--- src/rtl/systolic_seq_ctrl.sv ---
// Tile sequencer for an output-stationary R x C systolic array.
// One tile per accepted start: LOAD operand vectors into the per-lane
// FIFOs, MAC with diagonally skewed reads, DRAIN the PE pipeline, then
// hand result rows to writeback one at a time under a val/rdy handshake.
module systolic_seq_ctrl #(
  parameter int ROWS  = 16,
  parameter int COLS  = 16,
  parameter int DEPTH = 16,
  parameter int KW    = $clog2(DEPTH + 1)
) (
  input  logic                      clk,
  input  logic                      rst,
  input  logic                      start,
  input  logic [KW-1:0]             k_len,
  output logic                      busy,
  output logic                      done,
  output logic                      acc_clr,
  output logic                      mac_en,
  input  logic                      x_send_val,
  output logic                      x_send_rdy,
  input  logic                      w_send_val,
  output logic                      w_send_rdy,
  output logic [ROWS-1:0]           x_fifo_wen,
  output logic [ROWS-1:0]           x_fifo_ren,
  output logic [COLS-1:0]           w_fifo_wen,
  output logic [COLS-1:0]           w_fifo_ren,
  output logic                      out_val,
  input  logic                      out_rdy,
  output logic [$clog2(ROWS)-1:0]   out_row_sel
);

  localparam int MAXRC = (ROWS > COLS) ? ROWS : COLS;
  // Phase counter must cover both the MAC length and the DRAIN length.
  localparam int CW    = $clog2(DEPTH + ROWS + COLS + 1);
  localparam int RW    = $clog2(ROWS);

  localparam logic [2:0] S_IDLE  = 3'd0;
  localparam logic [2:0] S_LOAD  = 3'd1;
  localparam logic [2:0] S_MAC   = 3'd2;
  localparam logic [2:0] S_DRAIN = 3'd3;
  localparam logic [2:0] S_OUT   = 3'd4;

  localparam logic [CW-1:0] DRAIN_LAST = CW'(ROWS + COLS - 2);
  localparam logic [RW-1:0] ROW_LAST   = RW'(ROWS - 1);
  localparam logic [KW-1:0] K_MAX      = KW'(DEPTH);

  logic [2:0]    state_q, state_d;
  logic [KW-1:0] k_q, k_d;
  logic [KW-1:0] xc_q, xc_d;
  logic [KW-1:0] wc_q, wc_d;
  logic [CW-1:0] cnt_q, cnt_d;
  logic [RW-1:0] r_q, r_d;
  logic          done_q, done_d;
  logic          clr_q, clr_d;

  logic [KW-1:0] k_eff;
  logic [CW-1:0] mac_last;
  logic          x_hs, w_hs, out_hs;

  // K is clamped to the FIFO depth; the last MAC cycle index is K + max(R,C) - 2.
  assign k_eff    = (k_len > K_MAX) ? K_MAX : k_len;
  assign mac_last = CW'(k_q) + CW'(MAXRC - 2);

  assign busy        = (state_q != S_IDLE);
  assign done        = done_q;
  assign acc_clr     = clr_q;
  assign mac_en      = (state_q == S_MAC) || (state_q == S_DRAIN);
  assign x_send_rdy  = (state_q == S_LOAD) && (xc_q < k_q);
  assign w_send_rdy  = (state_q == S_LOAD) && (wc_q < k_q);
  assign x_hs        = x_send_val & x_send_rdy;
  assign w_hs        = w_send_val & w_send_rdy;
  assign x_fifo_wen  = {ROWS{x_hs}};
  assign w_fifo_wen  = {COLS{w_hs}};
  assign out_val     = (state_q == S_OUT);
  assign out_hs      = out_val & out_rdy;
  assign out_row_sel = out_val ? r_q : '0;

  // Skewed read enables: lane n reads during MAC cycles n .. n+K-1.
  always_comb begin
    x_fifo_ren = '0;
    w_fifo_ren = '0;
    if (state_q == S_MAC) begin
      for (int i = 0; i < ROWS; i++)
        x_fifo_ren[i] = (cnt_q >= CW'(i)) && (cnt_q < CW'(i) + CW'(k_q));
      for (int j = 0; j < COLS; j++)
        w_fifo_ren[j] = (cnt_q >= CW'(j)) && (cnt_q < CW'(j) + CW'(k_q));
    end
  end

  // Next-state logic for the phase FSM and its counters.
  always_comb begin
    state_d = state_q;
    k_d     = k_q;
    xc_d    = xc_q;
    wc_d    = wc_q;
    cnt_d   = cnt_q;
    r_d     = r_q;
    done_d  = 1'b0;
    clr_d   = 1'b0;
    case (state_q)
      S_IDLE: begin
        if (start && (k_eff != '0)) begin
          state_d = S_LOAD;
          k_d     = k_eff;
          xc_d    = '0;
          wc_d    = '0;
          clr_d   = 1'b1;
        end
      end
      S_LOAD: begin
        if (x_hs) xc_d = xc_q + 1'b1;
        if (w_hs) wc_d = wc_q + 1'b1;
        // Leave only once both counts were already full at the start of this cycle.
        if ((xc_q == k_q) && (wc_q == k_q)) begin
          state_d = S_MAC;
          cnt_d   = '0;
        end
      end
      S_MAC: begin
        cnt_d = cnt_q + 1'b1;
        if (cnt_q == mac_last) begin
          state_d = S_DRAIN;
          cnt_d   = '0;
        end
      end
      S_DRAIN: begin
        cnt_d = cnt_q + 1'b1;
        if (cnt_q == DRAIN_LAST) begin
          state_d = S_OUT;
          cnt_d   = '0;
          r_d     = '0;
        end
      end
      S_OUT: begin
        if (out_hs) begin
          if (r_q == ROW_LAST) begin
            state_d = S_IDLE;
            r_d     = '0;
            done_d  = 1'b1;
          end else begin
            r_d = r_q + 1'b1;
          end
        end
      end
      default: state_d = S_IDLE;
    endcase
  end

  // State and counter registers with synchronous reset.
  always_ff @(posedge clk) begin
    if (rst) begin
      state_q <= S_IDLE;
      k_q     <= '0;
      xc_q    <= '0;
      wc_q    <= '0;
      cnt_q   <= '0;
      r_q     <= '0;
      done_q  <= 1'b0;
      clr_q   <= 1'b0;
    end else begin
      state_q <= state_d;
      k_q     <= k_d;
      xc_q    <= xc_d;
      wc_q    <= wc_d;
      cnt_q   <= cnt_d;
      r_q     <= r_d;
      done_q  <= done_d;
      clr_q   <= clr_d;
    end
  end

endmodule
--- config.mk ---
export PLATFORM = sky130hd
export DESIGN_NAME = systolic_seq_ctrl
export DESIGN_NICKNAME = d
export VERILOG_FILES = /design/src/rtl/systolic_seq_ctrl.sv
export SDC_FILE = /design/constraint.sdc
export NUM_CORES = 1
export LEC_CHECK = 0
export CAP_MARGIN = 0
export CELL_PAD_IN_SITES_DETAIL_PLACEMENT = 2
export CELL_PAD_IN_SITES_GLOBAL_PLACEMENT = 2
export CORE_ASPECT_RATIO = 0.5
export CORE_MARGIN = 2
export CORE_UTILIZATION = 33
export DETAILED_ROUTE_END_ITERATION = 7
export PLACE_DENSITY_LB_ADDON = 0.1
export REMOVE_ABC_BUFFERS = 1
export SYNTH_ARGS = -nofsm -noshare
export SYNTH_HDL_FRONTEND = slang
export SYNTH_SLANG_ARGS = --single-unit
--- constraint.sdc ---
create_clock -name clk -period 6.7 [get_ports clk]
set_input_delay 1.34 -clock clk [delete_from_list [all_inputs] [get_ports clk]]
set_output_delay 1.34 -clock clk [all_outputs]
set_load 0.02 [all_outputs]
After elaboration in Yosys (flattened, before gate mapping)
Cells that the tools add are included.
- flip-flop bits (word level): 30
- bits of input ports: 11
- output and inout bits: 75
- logic and storage cells: 145
- reduce and logical (&&, ||, !) cells: 35
- muxes and demuxes: 25
- magnitude comparators: 35
- eq/ne operators: 17
- bitwise gates (word level): 6
- add/sub/neg operators: 19
- operators with widths (kind ; number):
    $lt A6 B6 Y1 ; 15
    $add A4 B5 Y6 const A ; 8
    $ge A6 B4 Y1 const B ; 8
    $add A3 B5 Y6 const A ; 4
    $ge A6 B3 Y1 const B ; 4
    $logic_and A1 B1 Y1 ; 20
    $mux W5 ; 4
    $pmux W5 S2 ; 2
    $mux W3 ; 6
    $mux W6 ; 3
    $pmux W6 S3 ; 1
    $mux W16 ; 1
    $mux W4 ; 4
    $pmux W3 S5 ; 1
    $add A2 B5 Y6 const A ; 2
    $ge A6 B1 Y1 const B ; 2
    $ge A6 B2 Y1 const B ; 2
    $add A5 B1 Y5 const B ; 2
    $eq A5 B5 Y1 ; 2
    $lt A5 B5 Y1 ; 2
    $ne A2 B1 Y1 const B ; 5
    $reduce_and A3 Y1 ; 3
    $pmux W4 S2 ; 1
    $add A1 B5 Y6 const A ; 1
    23 further kinds ; 34

Longest topological paths before layout
- depth after elaboration: 6
- gate-level depth with buffers: 11
- depth with buffers taken out: 9

Worst setup path after synthesis
No wires, ideal clock.
- path type: register to output
- start: register k_q[2]
- end: output x_fifo_ren[7]
- stages on the path, launching flop included: 11
- data arrival time: 2863 ps
- data required time: 5360 ps
- path buffers: 2
- path slack: 2497 ps
- path through: dfxtp_1 clkbuf_1 inv_1 ha_1 a21boi_0 xnor2_1 inv_1 ha_1 a21o_1 a311oi_1 buf_4
- cells in the longest elaborated chain, start to end: 4
- RTL lines (what ; line ; RTL):
    from (decl) ; 48 ; logic [KW-1:0] k_q, k_d;
    from (signal assigned) ; 162 ; k_q <= k_d;
    $add A3 B5 Y6 ; - ;
    $lt A6 B6 Y1 ; - ;
    $logic_and A1 B1 Y1 ; - ;
    $mux W16 ; - ;
    to (decl) ; 24 ; output logic [ROWS-1:0] x_fifo_ren,
Every way passes these cells.

Worst setup path in the final report
- start: register k_q[4]
- end: output x_fifo_wen[15]
- cells in the longest elaborated chain, start to end: 3
- RTL lines (what ; line ; RTL):
    $lt A5 B5 Y1 ; 68 ; assign x_send_rdy = (state_q == S_LOAD) && (xc_q < k_q);
    $logic_and A1 B1 Y1 ; 68 ;
    $and A1 B1 Y1 ; 70 ; assign x_hs = x_send_val & x_send_rdy;
    to (decl) ; 23 ; output logic [ROWS-1:0] x_fifo_wen,
Every way passes these cells.

==> results.md <==
* Unique cell type count in the Yosys netlist at between 50 and 60
* Fin Setup TNS at 0 ns
* Slowest stage cell, crit path: nor2_1
* Die area at roughly 14000 um^2
* DP Area at 4860 um^2
* Met3 wire length at about 230 um
* EDFF count, synth at 0
* RePlAce Congestion at roughly 0.77
* Kind of critical path: reg -> out
* Final core utilization at between 30 and 40%
* Setup violators final at 0
* Antenna violations before repair at 0
* Final wirelength at around 12000 um
* CTS Buffer Depth at 2
* Vias at approximately 3700
* Tot GR Track Use at between 10% and 20%
* CTS Sinks at 30
* Peak Freq at 0.201 GHz
* Final Hold Fails at 0
* CTS tree: done
* Wire length of the first global-routing pass at approximately 21000 um
* Starting Density at roughly a third
* Synth top area share at 27.7%
* Synth Cell Area at around 4200 um^2
* Asr flop ratio synth at 0%
* Critical path endpoint category: primary output
* Antenna cells at 0
* Final WS setup at 1.73 ns
* Final Cell Area at 5000 um^2
* Hold path cells at 2
* Yosys warns at 0
* RSZ-0062 raised after global routing: false
* DR pass1 iterations at 4
* Core area at roughly 13000 um^2
* H-Tree Depth at 2
* Status: finished, final reports clean
* DP HPWL at slightly above 9000 um
* Drt first-iter violations at 78
* Total power at approximately 0.00089 W
* Root buf cell: clkbuf_16
* Req. time, crit path at ~5.4 ns
* Post-route ant nets at 0
* Routed length on met2 at 5710 um
* Dpl ws at between 1.5 and 2 ns
* Postcts setup bufs at 0
* Commonest cells post-synth: ha_1 (93), buf_4 (48), a21oi_1 (46)
* Share of cells above drive strength 1 at roughly 5.0%
* Clock slew at reported path FFs at around 0.05 ns
* # rows at 29
* PostCTS Resize Cnt at 0
* Routed len/inst at around 17 um
* Synthesized area per cell at a little over 8 um^2
* Vias in the first global route at roughly 4000
* Crit path time final at 4.97 ns
* Largest net degree at the start of global routing at 29
* PortBufs at 85
* Critical Path Fanout Max at 18
* Clk_lat worst skew at ~0.27 ns
* Worst EP arrival at ~3.6 ns
* Ranking of synthesized cells by area: ha_1 (28%), dfxtp_1 (14%), buf_4 (8.6%)
* Uppermost layer routed: met4
* Cells after Synth at approximately 500
* Max incr delay on CP at ~0.78 ns
* Routed vias/inst at a little over 5
* Total CTS buffers at 5
* Pwr dens at about 180 nW/um^2
* Synth area leader: ha_1
* Die Height at 83.8 um
* Max-cap violations at 0
* Die Width at around 160 um
* R2r setup slk at between 3 and 4 ns
* Worst slew margin at approximately a third
* R2R cell count at 8
* Ports at 86
* Leakage power at about 2.2 nW
* Slew Limit Fails at 0
* Crit start category: flip-flop
* Worst-path cell chain: inv_1, ha_1, nand2_1, nand4b_4, nor2_1, clkdlybuf4s50_1
* Post-CTS Hold Buffers at 0
* Sequential share of the synthesized area at between 10% and 20%
* Area grow syn2layout at 19.1%
* Final net count at ~650
* Slew @ Worst Pin at roughly 0.98 ns
* GR Overflow Total at 0
* Prevailing post-synth register cell: dfxtp_1
* WL met1 at about 6500 um
* DRC at 0
* Worst-case vdd ir drop at about 0.00011 V
* Tightest Hold Check Type: reg -> reg
* Clk_skew at roughly 0.0044 ns
* Yosys reg bits at 30
* Most common cell in the netlist: ha_1
* Fin crit share at around three quarters
layer usage:
metal	global-route usage, %	up-vias
met1	25.9	1826
li1	-	1833
met4	3.35	0
met5	0	-
met3	1.89	9
met2	32.7	46
layout by cell type, fill, tap and decap left out, drive strengths merged, types with 3 or more instances in the layout:
master         netlist  layout
ha                  93      93
clkdlybuf4s50        0      85
a21oi               46      46
nand2               34      34
inv                 31      31
dfxtp               30      30
nor2                27      27
xnor2               24      24
a21o                19      19
nand3               17      17
a31oi               15      15
o21ai               10      10
nand2b               9       9
o211ai               8       8
nor3b                8       8
xor2                 7       7
nor3                 7       7
clkbuf              12       7
and2                 6       6
buf                 55       6
nor2b                6       6
a311oi               5       5
nand4                5       5
a211o                4       4
nor4b                4       4
o21bai               3       3
a21boi               3       3
o2bb2ai              3       3
report_power, final:
part | switching (W) | internal (W) | leakage, nW
Combinational | 0.000266 | 0.000178 | 1.91
Clock | 0.0000779 | 0.000147 | 0.0739
Sequential | 0.0000312 | 0.000192 | 0.243
Total | 0.000376 | 0.000517 | 2.23
kinds of logic (layout without fill, tap and decap cells):
kind of cell / Yosys count / after routing / share of synthesized area, %
simple gates: 135 / 135 / 18.0
compound gates: 124 / 124 / 19.1
buf+inv: 98 / 130 / 13.6
flops: 30 / 30 / 14.3
mux: 2 / 2 / 0.864
fa+ha+maj: 93 / 93 / 27.7
xor+xnor: 31 / 31 / 6.46
worst max-delay path: cells and delay by family, from the launching register on:
kind	cells	cell delay [ns]
flip-flops	1	0.56
adder cells (fa/ha/maj)	1	0.47
AND/OR/NAND/NOR	3	1.08
buffers and inverters	2	1.23
per-stage QoR:
step                      cells  hold WS (ns)
after floorplan             446         0.461
after global placement      707         0.495
after detailed placement    707         0.508
after CTS                   715         0.547
after global routing        715         0.561
final                       715         0.537
path summary, 6_finish.rpt:
kind | endpoint | start
worst max-delay path | x_fifo_wen[15] | k_q[4]
worst min-delay path | xc_q[4] | xc_q[4]
worst max register to register | state_q[0] | k_q[2]
worst min register to register | xc_q[4] | xc_q[4]
registers in the layout (all words and copies together) (netlist names):
| signal | cells |
|---|---|
| done | 1 |
| xc_q | 5 |
| state_q | 3 |
| cnt_q | 6 |
| acc_clr | 1 |
| k_q | 5 |
| wc_q | 5 |
| r_q | 4 |
layout make-up:
type | count | area (um^2)
sequential | 30 | 601
clock inverter | 1 | 5.00
inverter | 31 | 116
multi-input combinational | 385 | 3030
timing repair buffer | 91 | 896
clock buffer | 7 | 143
tap | 170 | 213
fill | 1428 | 7550
No activity file was read; power rests on OpenSTA's default activity.
